### src/rtl/noc_pkg.sv
// Shared NoC flit definitions: flit width, flit type encoding and type decode.
package noc_pkg;

  localparam int unsigned FLIT_W        = 16;
  localparam int unsigned FLIT_TYPE_MSB = 15;

  typedef enum logic [1:0] {
    FLIT_HEAD   = 2'b00,
    FLIT_BODY   = 2'b01,
    FLIT_TAIL   = 2'b10,
    FLIT_SINGLE = 2'b11
  } flit_type_e;

  function automatic flit_type_e flit_type(input logic [FLIT_W-1:0] flit);
    return flit_type_e'(flit[FLIT_TYPE_MSB -: 2]);
  endfunction

endpackage

### src/rtl/noc_rr_arbiter.sv
// Combinational rotate-priority arbiter: picks the first request at or after ptr_i.
module noc_rr_arbiter #(
  parameter int unsigned N     = 4,
  parameter int unsigned IDX_W = (N > 1) ? $clog2(N) : 1
) (
  input  logic [N-1:0]     req_i,
  input  logic [IDX_W-1:0] ptr_i,
  output logic [N-1:0]     gnt_o,
  output logic [IDX_W-1:0] idx_o,
  output logic             any_o
);

  always_comb begin
    int unsigned k;
    logic        found;
    gnt_o = '0;
    idx_o = '0;
    found = 1'b0;
    k     = 0;
    for (int unsigned off = 0; off < N; off++) begin
      k = 32'(ptr_i) + off;
      if (k >= N) k = k - N;
      if (!found && req_i[IDX_W'(k)]) begin
        found                = 1'b1;
        gnt_o[IDX_W'(k)]     = 1'b1;
        idx_o                = IDX_W'(k);
      end
    end
    any_o = found;
  end

endmodule

### src/rtl/noc_output_arbiter.sv
// Wormhole switch allocator for one output port: round-robin among heads,
// then the port stays locked to the winner until its tail (or a length error).
module noc_output_arbiter
  import noc_pkg::*;
#(
  parameter int unsigned NUM_IN      = 4,
  parameter int unsigned MAX_PKT_LEN = 16
) (
  input  logic                     clk,
  input  logic                     rst,
  input  logic [NUM_IN-1:0]        req_i,
  input  logic [NUM_IN*FLIT_W-1:0] flit_i,
  input  logic                     full_i,
  output logic [NUM_IN-1:0]        grant_o,
  output logic                     port_en_o,
  output logic [FLIT_W-1:0]        data_o,
  output logic                     locked_o,
  output logic [2:0]               owner_o,
  output logic                     err_o
);

  localparam int unsigned PTR_W = (NUM_IN > 1) ? $clog2(NUM_IN) : 1;
  localparam int unsigned CNT_W = $clog2(MAX_PKT_LEN);

  typedef enum logic {ST_IDLE, ST_LOCKED} state_e;

  state_e            state_q, state_d;
  logic [PTR_W-1:0]  rr_ptr_q, rr_ptr_d;
  logic [PTR_W-1:0]  owner_q, owner_d;
  logic [CNT_W-1:0]  pkt_cnt_q, pkt_cnt_d;
  logic              err_q, err_d;

  logic [FLIT_W-1:0] flits [NUM_IN];
  logic [NUM_IN-1:0] head_req, bad_req;
  logic [NUM_IN-1:0] arb_gnt;
  logic [PTR_W-1:0]  arb_idx;
  logic              arb_any;
  logic [NUM_IN-1:0] grant_c;
  logic [PTR_W-1:0]  sel_idx_c;

  function automatic logic [PTR_W-1:0] ptr_inc(input logic [PTR_W-1:0] p);
    return (p == PTR_W'(NUM_IN - 1)) ? '0 : p + PTR_W'(1);
  endfunction

  // Split the flit bus and classify each requester as head-capable or not.
  always_comb begin
    head_req = '0;
    bad_req  = '0;
    for (int unsigned i = 0; i < NUM_IN; i++) begin
      flits[i] = flit_i[FLIT_W*i +: FLIT_W];
      if (flit_type(flits[i]) == FLIT_HEAD || flit_type(flits[i]) == FLIT_SINGLE)
        head_req[i] = req_i[i];
      else
        bad_req[i]  = req_i[i];
    end
  end

  noc_rr_arbiter #(.N(NUM_IN), .IDX_W(PTR_W)) u_rr_arb (
    .req_i (head_req),
    .ptr_i (rr_ptr_q),
    .gnt_o (arb_gnt),
    .idx_o (arb_idx),
    .any_o (arb_any)
  );

  always_comb begin
    state_d   = state_q;
    rr_ptr_d  = rr_ptr_q;
    owner_d   = owner_q;
    pkt_cnt_d = pkt_cnt_q;
    err_d     = 1'b0;
    grant_c   = '0;
    sel_idx_c = owner_q;
    unique case (state_q)
      ST_IDLE: begin
        err_d = |bad_req;
        if (arb_any && !full_i) begin
          grant_c   = arb_gnt;
          sel_idx_c = arb_idx;
          owner_d   = arb_idx;
          if (flit_type(flits[arb_idx]) == FLIT_SINGLE) begin
            rr_ptr_d = ptr_inc(arb_idx);
          end else begin
            state_d   = ST_LOCKED;
            pkt_cnt_d = CNT_W'(1);
          end
        end
      end
      ST_LOCKED: begin
        if (req_i[owner_q]) begin
          unique case (flit_type(flits[owner_q]))
            FLIT_BODY: begin
              if (!full_i) begin
                grant_c = NUM_IN'(1) << owner_q;
                // Overlong packet: accept this flit but drop the lock.
                if (pkt_cnt_q == CNT_W'(MAX_PKT_LEN - 1)) begin
                  err_d     = 1'b1;
                  state_d   = ST_IDLE;
                  rr_ptr_d  = ptr_inc(owner_q);
                  pkt_cnt_d = '0;
                end else begin
                  pkt_cnt_d = pkt_cnt_q + CNT_W'(1);
                end
              end
            end
            FLIT_TAIL: begin
              if (!full_i) begin
                grant_c   = NUM_IN'(1) << owner_q;
                state_d   = ST_IDLE;
                rr_ptr_d  = ptr_inc(owner_q);
                pkt_cnt_d = '0;
              end
            end
            default: err_d = 1'b1;
          endcase
        end
      end
      default: state_d = ST_IDLE;
    endcase
    if (rst) grant_c = '0;
  end

  always_ff @(posedge clk) begin
    if (rst) begin
      state_q   <= ST_IDLE;
      rr_ptr_q  <= '0;
      owner_q   <= '0;
      pkt_cnt_q <= '0;
      err_q     <= 1'b0;
    end else begin
      state_q   <= state_d;
      rr_ptr_q  <= rr_ptr_d;
      owner_q   <= owner_d;
      pkt_cnt_q <= pkt_cnt_d;
      err_q     <= err_d;
    end
  end

  assign grant_o   = grant_c;
  assign port_en_o = |grant_c;
  assign data_o    = (|grant_c) ? flits[sel_idx_c] : '0;
  assign locked_o  = (state_q == ST_LOCKED);
  assign owner_o   = 3'(owner_q);
  assign err_o     = err_q;

endmodule
### config.mk
export PLATFORM = sky130hd
export DESIGN_NAME = noc_output_arbiter
export DESIGN_NICKNAME = d
export VERILOG_FILES = /design/src/rtl/noc_pkg.sv /design/src/rtl/noc_rr_arbiter.sv /design/src/rtl/noc_output_arbiter.sv
export SDC_FILE = /design/constraint.sdc
export NUM_CORES = 1
export LEC_CHECK = 0
export CORE_MARGIN = 2
export CORE_UTILIZATION = 44
export CTS_CLUSTER_SIZE = 8
export DETAILED_ROUTE_END_ITERATION = 16
export PLACE_DENSITY = 0.81
export SYNTH_ARGS = -nofsm -noshare
export SYNTH_HDL_FRONTEND = slang
export SYNTH_SLANG_ARGS = --single-unit
### constraint.sdc
create_clock -name clk -period 4.9 [get_ports clk]
set_input_delay 0.98 -clock clk [delete_from_list [all_inputs] [get_ports clk]]
set_output_delay 0.98 -clock clk [all_outputs]
set_load 0.01 [all_outputs]
# Yosys cells after proc, flatten, opt, wreduce, memory -nomap -nowiden
# Cells that the tools add are included.
# totals
reg_bits,10
in_bits,71
output_inout_bits,26
elab_cells,173
# classes
addsub,10
magnitude_cmp,16
eq_ne,18
n_shift,1
mux,91
bitwise,7
n_reduce_logical,25
# op_table
cell,n
2-to-1 mux 16 bit,7
binary-select mux 16 bit (select 2 bit),3
2-to-1 mux 4 bit,15
2-to-1 mux 2 bit,18
2-to-1 mux 1 bit,30
case mux 4 bit (2 select lines),3
>= comparator 3 bit (second input constant),6
equality test 2 bit (second input constant),8
less-than comparator 2 x 3 -> 1 bit (second input constant),5
OR 4 bit,3
binary-select mux 1 bit (select 2 bit),5
inequality test 3 bit (second input constant),3
NOT 2 -> 3 bit,3
demux 1 bit (select 2 bit),4
>= comparator 2 x 1 -> 1 bit (second input constant),4
logical AND 1 bit,8
logical NOT 2 bit,4
case mux 1 bit (2 select lines),4
case mux 2 bit (2 select lines),2
OR reduction 4 bit,2
subtractor 2 x 1 -> 2 bit (second input constant),4
AND reduction 7 bit,1
adder 2 x 2 -> 3 bit (second input constant),2
inequality test 2 bit (second input constant),3
other kinds (14),21

# Depth between registers and ports, before layout
# Gate-level depths: netlist of run 1.
# logic_depth
ltp_word,23
depth_mapped,13
ltp_nobuf,10

# Hierarchy
# A second synthesis of run 1 with hierarchy kept.
# unflattened
cells_unflattened,263
hier_area_um2,2113.3
# by_module_without_submodules
mod,instances,cells_each,area_per_inst_um2,seq_area_each_um2
noc_output_arbiter,1,218,1694.1,200.2
noc_rr_arbiter,1,45,419.2,0.0

# Worst setup path after synthesis of run 1
# Ideal clock, no wire load.
# synth_timing
path_type,input -> output
startpoint,input port req_i[2]
endpoint,output port data_o[10]
t_arrival_ps,3605
t_required_ps,3920
setup_slack_ps,315
cell_stages,10
path_buffers,2
path_cell_list,clkbuf_1 -> and2_1 -> a221oi_1 -> nor2_1 -> nor4_1 -> a21boi_0 -> a22oi_1 -> nor4_4 -> buf_4 -> a211oi_1
# synth_between
word_cells_on_any_way,45
classes_between,33 x mux; 4 x bitwise; 8 x reduce/logical
# synth_lines
element,line_no,source
start: declaration,noc_output_arbiter.sv:11,"input logic [NUM_IN-1:0] req_i,"
2-to-1 mux 1 bit,noc_output_arbiter.sv:51,if (flit_type(flits[i]) == FLIT_HEAD || flit_type(flits[i]) == FLIT_SINGLE)
binary-select mux 1 bit (select 2 bit),noc_rr_arbiter.sv:23,if (!found && req_i[IDX_W'(k)]) begin
2-to-1 mux 1 bit (not written as such),noc_rr_arbiter.sv:23,
2-to-1 mux 1 bit,noc_rr_arbiter.sv:23,
logical NOT 1 bit,noc_rr_arbiter.sv:23,
logical AND 1 bit,noc_rr_arbiter.sv:23,
2-to-1 mux 1 bit,noc_rr_arbiter.sv:23,
logical NOT 1 bit,noc_rr_arbiter.sv:23,
[4 not listed],-,
2-to-1 mux 1 bit,noc_rr_arbiter.sv:23,
logical AND 1 bit,noc_output_arbiter.sv:77,if (arb_any && !full_i) begin
2-to-1 mux 4 bit,noc_output_arbiter.sv:77,
case mux 4 bit (2 select lines) *,noc_output_arbiter.sv:74,unique case (state_q)
2-to-1 mux 4 bit *,noc_output_arbiter.sv:120,if (rst) grant_c = '0;
net grant_o[2],noc_output_arbiter.sv:14,"output logic [NUM_IN-1:0] grant_o,"
OR reduction 4 bit *,noc_output_arbiter.sv:141,assign data_o = (|grant_c) ? flits[sel_idx_c] : '0;
2-to-1 mux 16 bit *,noc_output_arbiter.sv:141,
end: declaration,noc_output_arbiter.sv:16,"output logic [FLIT_W-1:0] data_o,"
# The timed path passes the listed nets; every way through them passes the cells marked *. The select of a mux whose other input is x is not followed.

# Final worst setup path of run 1
# layout_timing
startpoint,input port flit_i[47]
endpoint,output port data_o[3]
# layout_between
elab_chain_cells,23
word_cells_on_any_way,53
classes_between,3 x eq/ne; 35 x mux; 4 x bitwise; 11 x reduce/logical
# layout_rtl
element,line_no,source
start: declaration,noc_output_arbiter.sv:12,"input logic [NUM_IN*FLIT_W-1:0] flit_i,"
equality test 2 bit / logical NOT 2 bit (equally long branches),noc_output_arbiter.sv:51,
logical OR 1 bit,noc_output_arbiter.sv:51,
2-to-1 mux 1 bit,noc_output_arbiter.sv:51,
binary-select mux 1 bit (select 2 bit),noc_rr_arbiter.sv:23,
2-to-1 mux 1 bit (not written as such),noc_rr_arbiter.sv:23,
2-to-1 mux 1 bit,noc_rr_arbiter.sv:23,
logical NOT 1 bit,noc_rr_arbiter.sv:23,
logical AND 1 bit,noc_rr_arbiter.sv:23,
[5 not listed],-,
logical AND 1 bit,noc_rr_arbiter.sv:23,
2-to-1 mux 1 bit,noc_rr_arbiter.sv:23,
logical AND 1 bit,noc_output_arbiter.sv:77,
2-to-1 mux 2 bit (2 in a row),-,
NOT 2 -> 3 bit (not written as such),noc_output_arbiter.sv:141,
binary-select mux 16 bit (select 2 bit),noc_output_arbiter.sv:141,
2-to-1 mux 16 bit (not written as such) (2 in a row),noc_output_arbiter.sv:141,
2-to-1 mux 16 bit *,noc_output_arbiter.sv:141,
# Every way passes the cells marked *; elsewhere a longest branch is shown, timed or not. The select of a mux whose other input is x is not followed.

==> metrics.txt, run 1 <==
status finished clean; first-pass GRT wire length about 14000 microns; syn_nets 383; final setup margin 0.130 ns; distinct cell type count after synthesis between 50 and 60; Slew HR between 50 and 60%; ys async rst share 0%; Synth-to-Final Area Change 76.5%; total CTS buffers 3; slew at the pin closest to its max-slew limit approximately 0.72 ns; crit path launch flit_i[47]; synth warn 0; port bufs between 90 and 100; FILL cells around 320; Final Non-Filler Cells between 500 and 600; Pleak around 1.7 nW; top-area cell type share of the netlist area a little over a tenth; root buffer cell clkbuf_8; GRT Total Usage 30.8%; fin crit share between 90 and 100%; Placed Cells 503; IO Pins 97; Via density a little over 6; Max Cap Violations 0; EDFF count, synth 0; placed instance area 3690 sq um; drt wl/cell approximately 17 microns; Die ar. between 5000 and 6000 sq um; Core ar. just over 5000 sq um; Die W 75.8 microns; initial antenna violation count 0; Worst Clk Skew ~0.0048 ns; final core occ approximately four fifths; worst vdd ir approximately 0.00044 V; most frequent cell after synthesis a211oi_1; vias in the first global route 3011; top cells by area, synth a211oi_1 (11%), dfxtp_1 (8.8%), ha_1 (8.3%); Initial Util roughly 45%; Crit. End Element output pin; syn avg cell area 7.64 sq um; peak fanout along the critical path 7; Synth area leader a211oi_1; Chip Height ~76 microns; post-DP HPWL roughly 6800 microns; drc violations 0; unrepaired setup endpoints after global routing false; initial drt markers 241; Synth Register Bits 10; WP data required roughly 3.9 ns; crit path time final around 4.8 ns; # diodes 0; first-pass iteration count of the detailed router 5; Startpoint Class input pin; fin. max-slew vios 0; Post-Syn Instances 297; final setup fails 0; row count 26; Worst-Skew Late Latency 0.24 ns; Nets roughly 540; largest net degree at the start of global routing 30; H-tree depth 1; crit path kind in -> out; synth cell count leaders a211oi_1 (32), nand2_1 (24), a21boi_0 (21); Detail Route Antenna Nets 0; total power between 2 and 2.5 mW; pwr dens around 550 nW/um^2; Arr. time, crit path about 3.8 ns; worst r2r src rr_ptr_q[1]; post-place setup slack -0.465 ns; top achievable clock speed between 200 and 250 MHz; fraction of layout cells with a size suffix above 1 about 33%; clk sinks 10; post-synthesis sequential area ratio under 10%; Sequential cell area around 200 sq um; final hold violations 0; Mapped Area between 2000 and 2500 sq um; Hold Path Origin pkt_cnt_q[1]; main flop type after synthesis dfxtp_1; CTS max path bufs 2; routed via count about 3100; DRT Wirelength 9060 microns; Finished Cell Area approximately 4000 sq um; Placer Congestion roughly 0.96; footprint of the multi-input gates ~2100 sq um; Worst-path clk slew roughly 0.050 ns; TritonCTS clock tree yes; HP Class reg -> reg; total grt overflow 0
==> metal layers <==
| layer | part of all wire [%] | GRT usage [%] | vias to the layer above |
|---|---|---|---|
| li1 | - | - | 1459 |
| met1 | 38 | 35.9 | 1464 |
| met2 | 51 | 55.9 | 183 |
| met3 | 7.7 | 6.08 | 31 |
| met4 | 2.3 | 9.75 | 0 |
| met5 | 0 | 0 | - |
==> final cells by class <==
type	count	area share, %
flip-flops and latches	10	5.00
repair buffers	169	38.4
clock buffers	4	1.37
well taps	70	2.19
inverters	14	1.31
multi-input cells	253	51.8
==> critical path: stages <==
cell and delay, ns:
dlymetal6s2s_1 0.16, xnor2_2 0.17, and4_4 0.17, or4_4 0.57, o41a_1 0.45, nand2b_4 0.12, buf_4 0.11, a22oi_2 0.09
nor4_4 0.34, buf_12 0.16, buf_4 0.12, buf_4 0.14, a211oi_2 0.05, buf_2 0.15
==> cells in the final DEF, fill, tap and decap left out, types with 3 or more instances in the layout <==
cell type | synthesis | routed
xnor2_2 | 0 | 3
a31oi_1 | 6 | 5
buf_12 | 3 | 6
a22oi_1 | 9 | 5
buf_2 | 0 | 15
o21ai_0 | 10 | 10
clkdlybuf4s50_1 | 0 | 66
a211oi_2 | 0 | 9
nor2b_1 | 3 | 3
nand4_1 | 4 | 4
ha_1 | 15 | 14
inv_1 | 14 | 12
nand2_1 | 24 | 21
a211oi_1 | 32 | 23
a31o_2 | 4 | 4
buf_4 | 3 | 66
a21boi_2 | 0 | 3
clkbuf_8 | 0 | 4
mux4_2 | 3 | 3
a22oi_2 | 0 | 4
dlymetal6s2s_1 | 0 | 11
nor2_1 | 19 | 18
and2_1 | 3 | 3
a21oi_1 | 12 | 12
mux2i_1 | 18 | 18
nand3_1 | 9 | 9
nand2_2 | 0 | 3
nand2b_1 | 7 | 7
a21boi_0 | 21 | 16
dfxtp_1 | 10 | 10
==> registers in the layout, summed over array words and instances, names as in the netlist <==
signal and count:
err_o 1, pkt_cnt_q 4, locked_o 1, rr_ptr_q 2, owner_q 2
==> cells by family (layout without fill, tap and decap cells) <==
logic type	after synthesis	in the layout	share of synthesized area, %
DFF	10	10	8.82
and+or+nand+nor	87	87	20.2
buffers and inverters	34	187	8.60
AOI/OAI and AO/OA	120	120	39.4
other	1	1	0.165
muxes	22	22	11.4
xor gates and xnor gates	8	8	3.09
adders and majority gates	15	15	8.27
==> power breakdown <==
part | switching (mW) | internal [mW]
Clock | 0.0359 | 0.0709
Combinational | 0.997 | 0.943
Sequential | 0.0368 | 0.105
==> worst paths after layout <==
path                  endpoint  slack, ns  cells past startpoint
setup / recovery     data_o[3]       0.13                     14
hold / removal    pkt_cnt_q[1]       0.51                      2
setup reg to reg  pkt_cnt_q[2]       1.84                     12
hold reg to reg   pkt_cnt_q[1]       0.51                      2
==> through the flow <==
step | hold slack, ns | setup TNS, ns
2_1_floorplan | 0.473 | 0
3_3_place_gp | 0.490 | -5.76
3_5_place_dp | 0.506 | -6.82
4_1_cts | 0.514 | -0.501
5_1_grt | 0.577 | 0
6_report | 0.507 | 0
==> what timing repair did <==
| action | CTS | global route |
|---|---|---|
| setup endpoints to repair | 20 | 20 |
| gates resized for setup | 90 | 42 |
| hold buffers | 0 | 0 |
| pin swaps | 7 | 10 |
| setup buffers | 8 | 5 |
| hold endpoints to repair | 0 | 0 |
(Power assumes the default switching activity.)
==> run 2: changes to the inputs <==
- SLEW_MARGIN: default -> 20
- clock period: 4.9 -> 5.26 ns (I/O delays scaled with it)
==> run 2 against run 1 <==
Global-route usage fell by 1.6 points. Combinational power fell by 18%. Non-clock buffer count fell by 14. Cell area fell by 7.4%. Hold slack got worse by 0.0034 ns. Register-to-register slack improved by 0.37 ns. Final cell count fell by 2.7%. Sequential power barely moved. Critical path depth rose by 2. Critical endpoint is now data_o[12]. Largest cell class unchanged. Largest power group unchanged.
==> metrics.txt, run 2 (synthesis results as in run 1) <==
Switching Share between 40% and 50%; Reg power frac 7.6%; crit path time final between 5 and 6 ns; Final Non-Filler Cells roughly 500; post-DP HPWL roughly 6700 microns; Die W ~76 microns; hold_buf cts 0; Via density a little under 6; status finished clean; H-tree depth 1; Internal a little over 900 uW; clock power share between 5 and 6%; slew at the pin closest to its max-slew limit between 0.7 and 0.8 ns; max reg flops 4; combinational share of power 87.1%; Slew HR between 40 and 50%; Placer Congestion 0.954; final hold violations 0; first-pass GRT wire length ~13000 microns; register with the most flip-flops pkt_cnt_q; HP Class reg -> reg; Nets 523; clk sinks 10; IO Pins between 90 and 100; GRT Total Usage between 20% and 30%; Core ar. between 5000 and 6000 sq um; vias in the first global route approximately 2800; Synth-to-Final Area Change 63.5%; Sequential cell area approximately 200 sq um; Detail Route Antenna Nets 0; Finished Cell Area 3710 sq um; drc violations 0; footprint of the multi-input gates between 1500 and 2000 sq um; unrepaired setup endpoints after global routing true; fraction of layout cells with a size suffix above 1 roughly a quarter; Die ar. approximately 5700 sq um; Crit. End Element output pin; Psw roughly 910 uW; crit path kind in -> out; peak fanout along the critical path 15; pwr dens between 400 and 500 nW/um^2; placed instance area around 3700 sq um; Pleak between 1.5 and 2 nW; fin crit share 99.4%; Worst-path clk slew approximately 0.050 ns; port bufs 95; Arr. time, crit path 4.18 ns; root buffer cell clkbuf_8; # diodes 0; Chip Height around 76 microns; largest net degree at the start of global routing 29; total grt overflow 0; worst vdd ir between 0.0003 and 0.0004 V; DRT Wirelength approximately 8400 microns; top achievable clock speed 191 MHz; Initial Util 45.0%; Max Cap Violations 0; fin. max-slew vios 0; initial antenna violation count 0; first-pass iteration count of the detailed router 6; commonest non-fill, non-tap cells in the layout clkdlybuf4s50_1 (77), buf_4 (55), a211oi_1 (31); routed via count 2972; total power about 1.8 mW; TritonCTS clock tree yes; total CTS buffers 3; Worst-Skew Late Latency ~0.24 ns; drt wl/cell approximately 17 microns; CTS max path bufs 2; Top Registers pkt_cnt_q: 4 flops, owner_q: 2 flops, rr_ptr_q: 2 flops; row count 26; final setup fails 0; most common cell after layout, fill and taps aside clkdlybuf4s50_1; FILL cells ~400; initial drt markers 218; WP data required roughly 4.2 ns; Placed Cells 500; Startpoint Class input pin; Worst Clk Skew 0.00495 ns
run 2: path summary, 6_finish.rpt:
kind	from	end	slack, ns	cells after the start
setup / recovery	flit_i[62]	data_o[12]	0.03	16
hold reg to reg	pkt_cnt_q[1]	pkt_cnt_q[1]	0.50	2
setup reg to reg	rr_ptr_q[0]	pkt_cnt_q[2]	2.21	12
hold / removal	pkt_cnt_q[1]	pkt_cnt_q[1]	0.50	2
run 2: layout make-up:
| cell class | count | share of cell area, % |
|---|---|---|
| Clock buffer | 4 | 1.48 |
| Inverter | 14 | 1.42 |
| Multi-Input combinational cell | 253 | 51.9 |
| Sequential cell | 10 | 5.40 |
| Tap cell | 70 | 2.36 |
| Timing Repair Buffer | 155 | 37.4 |
run 2: stage by stage:
stage          hold WS [ns]  setup TNS (ns)  setup WS, ns  utilization [%]
6_report              0.503               0        0.0308             73.6
4_1_cts               0.512         -0.0127       -0.0127             73.9
5_1_grt               0.545          -0.285       -0.0650             73.6
3_3_place_gp          0.489           -2.03        -0.194             72.5
3_5_place_dp          0.503           -2.60        -0.239             72.5
2_1_floorplan         0.473               0         0.531                -
run 2: worst max-delay path, stage by stage:
cell,delay [ns]
clkdlybuf4s50_1,0.47
buf_4,0.18
mux4_2,0.48
inv_1,0.08
ha_1,0.26
nor3_1,0.20
buf_4,0.15
nand2_1,0.08
a21boi_0,0.13
a22oi_1,0.17
buf_4,0.15
nor4_4,0.04
buf_12,0.14
buf_12,0.14
a211oi_1,0.25
buf_2,0.20
run 2: metal layers:
metal / GRT usage [%] / vias up / part of all wire [%] / routed length, microns
met5: 0 / - / 0 / 0
met3: 5.69 / 19 / 7.6 / 642
met2: 49.1 / 137 / 49 / 4130
li1: - / 1424 / - / -
met4: 7.41 / 0 / 2.1 / 179
met1: 38.0 / 1392 / 41 / 3460
run 2: timing repair:
item                                    CTS  global route
pin swaps                                 0             3
endpoints found under the setup margin   17            17
gates cloned                              0             0
resized for setup                        20            55
setup buffers                             1             1
run 2: power by group through the flow:
| stage | clock network [mW] | logic, mW | registers, mW |
|---|---|---|---|
| after detailed placement | 0 | 1.60 | 0.139 |
| after CTS | 0.0971 | 1.59 | 0.138 |
| final | 0.0988 | 1.60 | 0.139 |
| after global placement | 0 | 1.58 | 0.137 |
| after floorplan | 0 | 0.975 | 0.132 |
| after global routing | 0.102 | 1.73 | 0.143 |
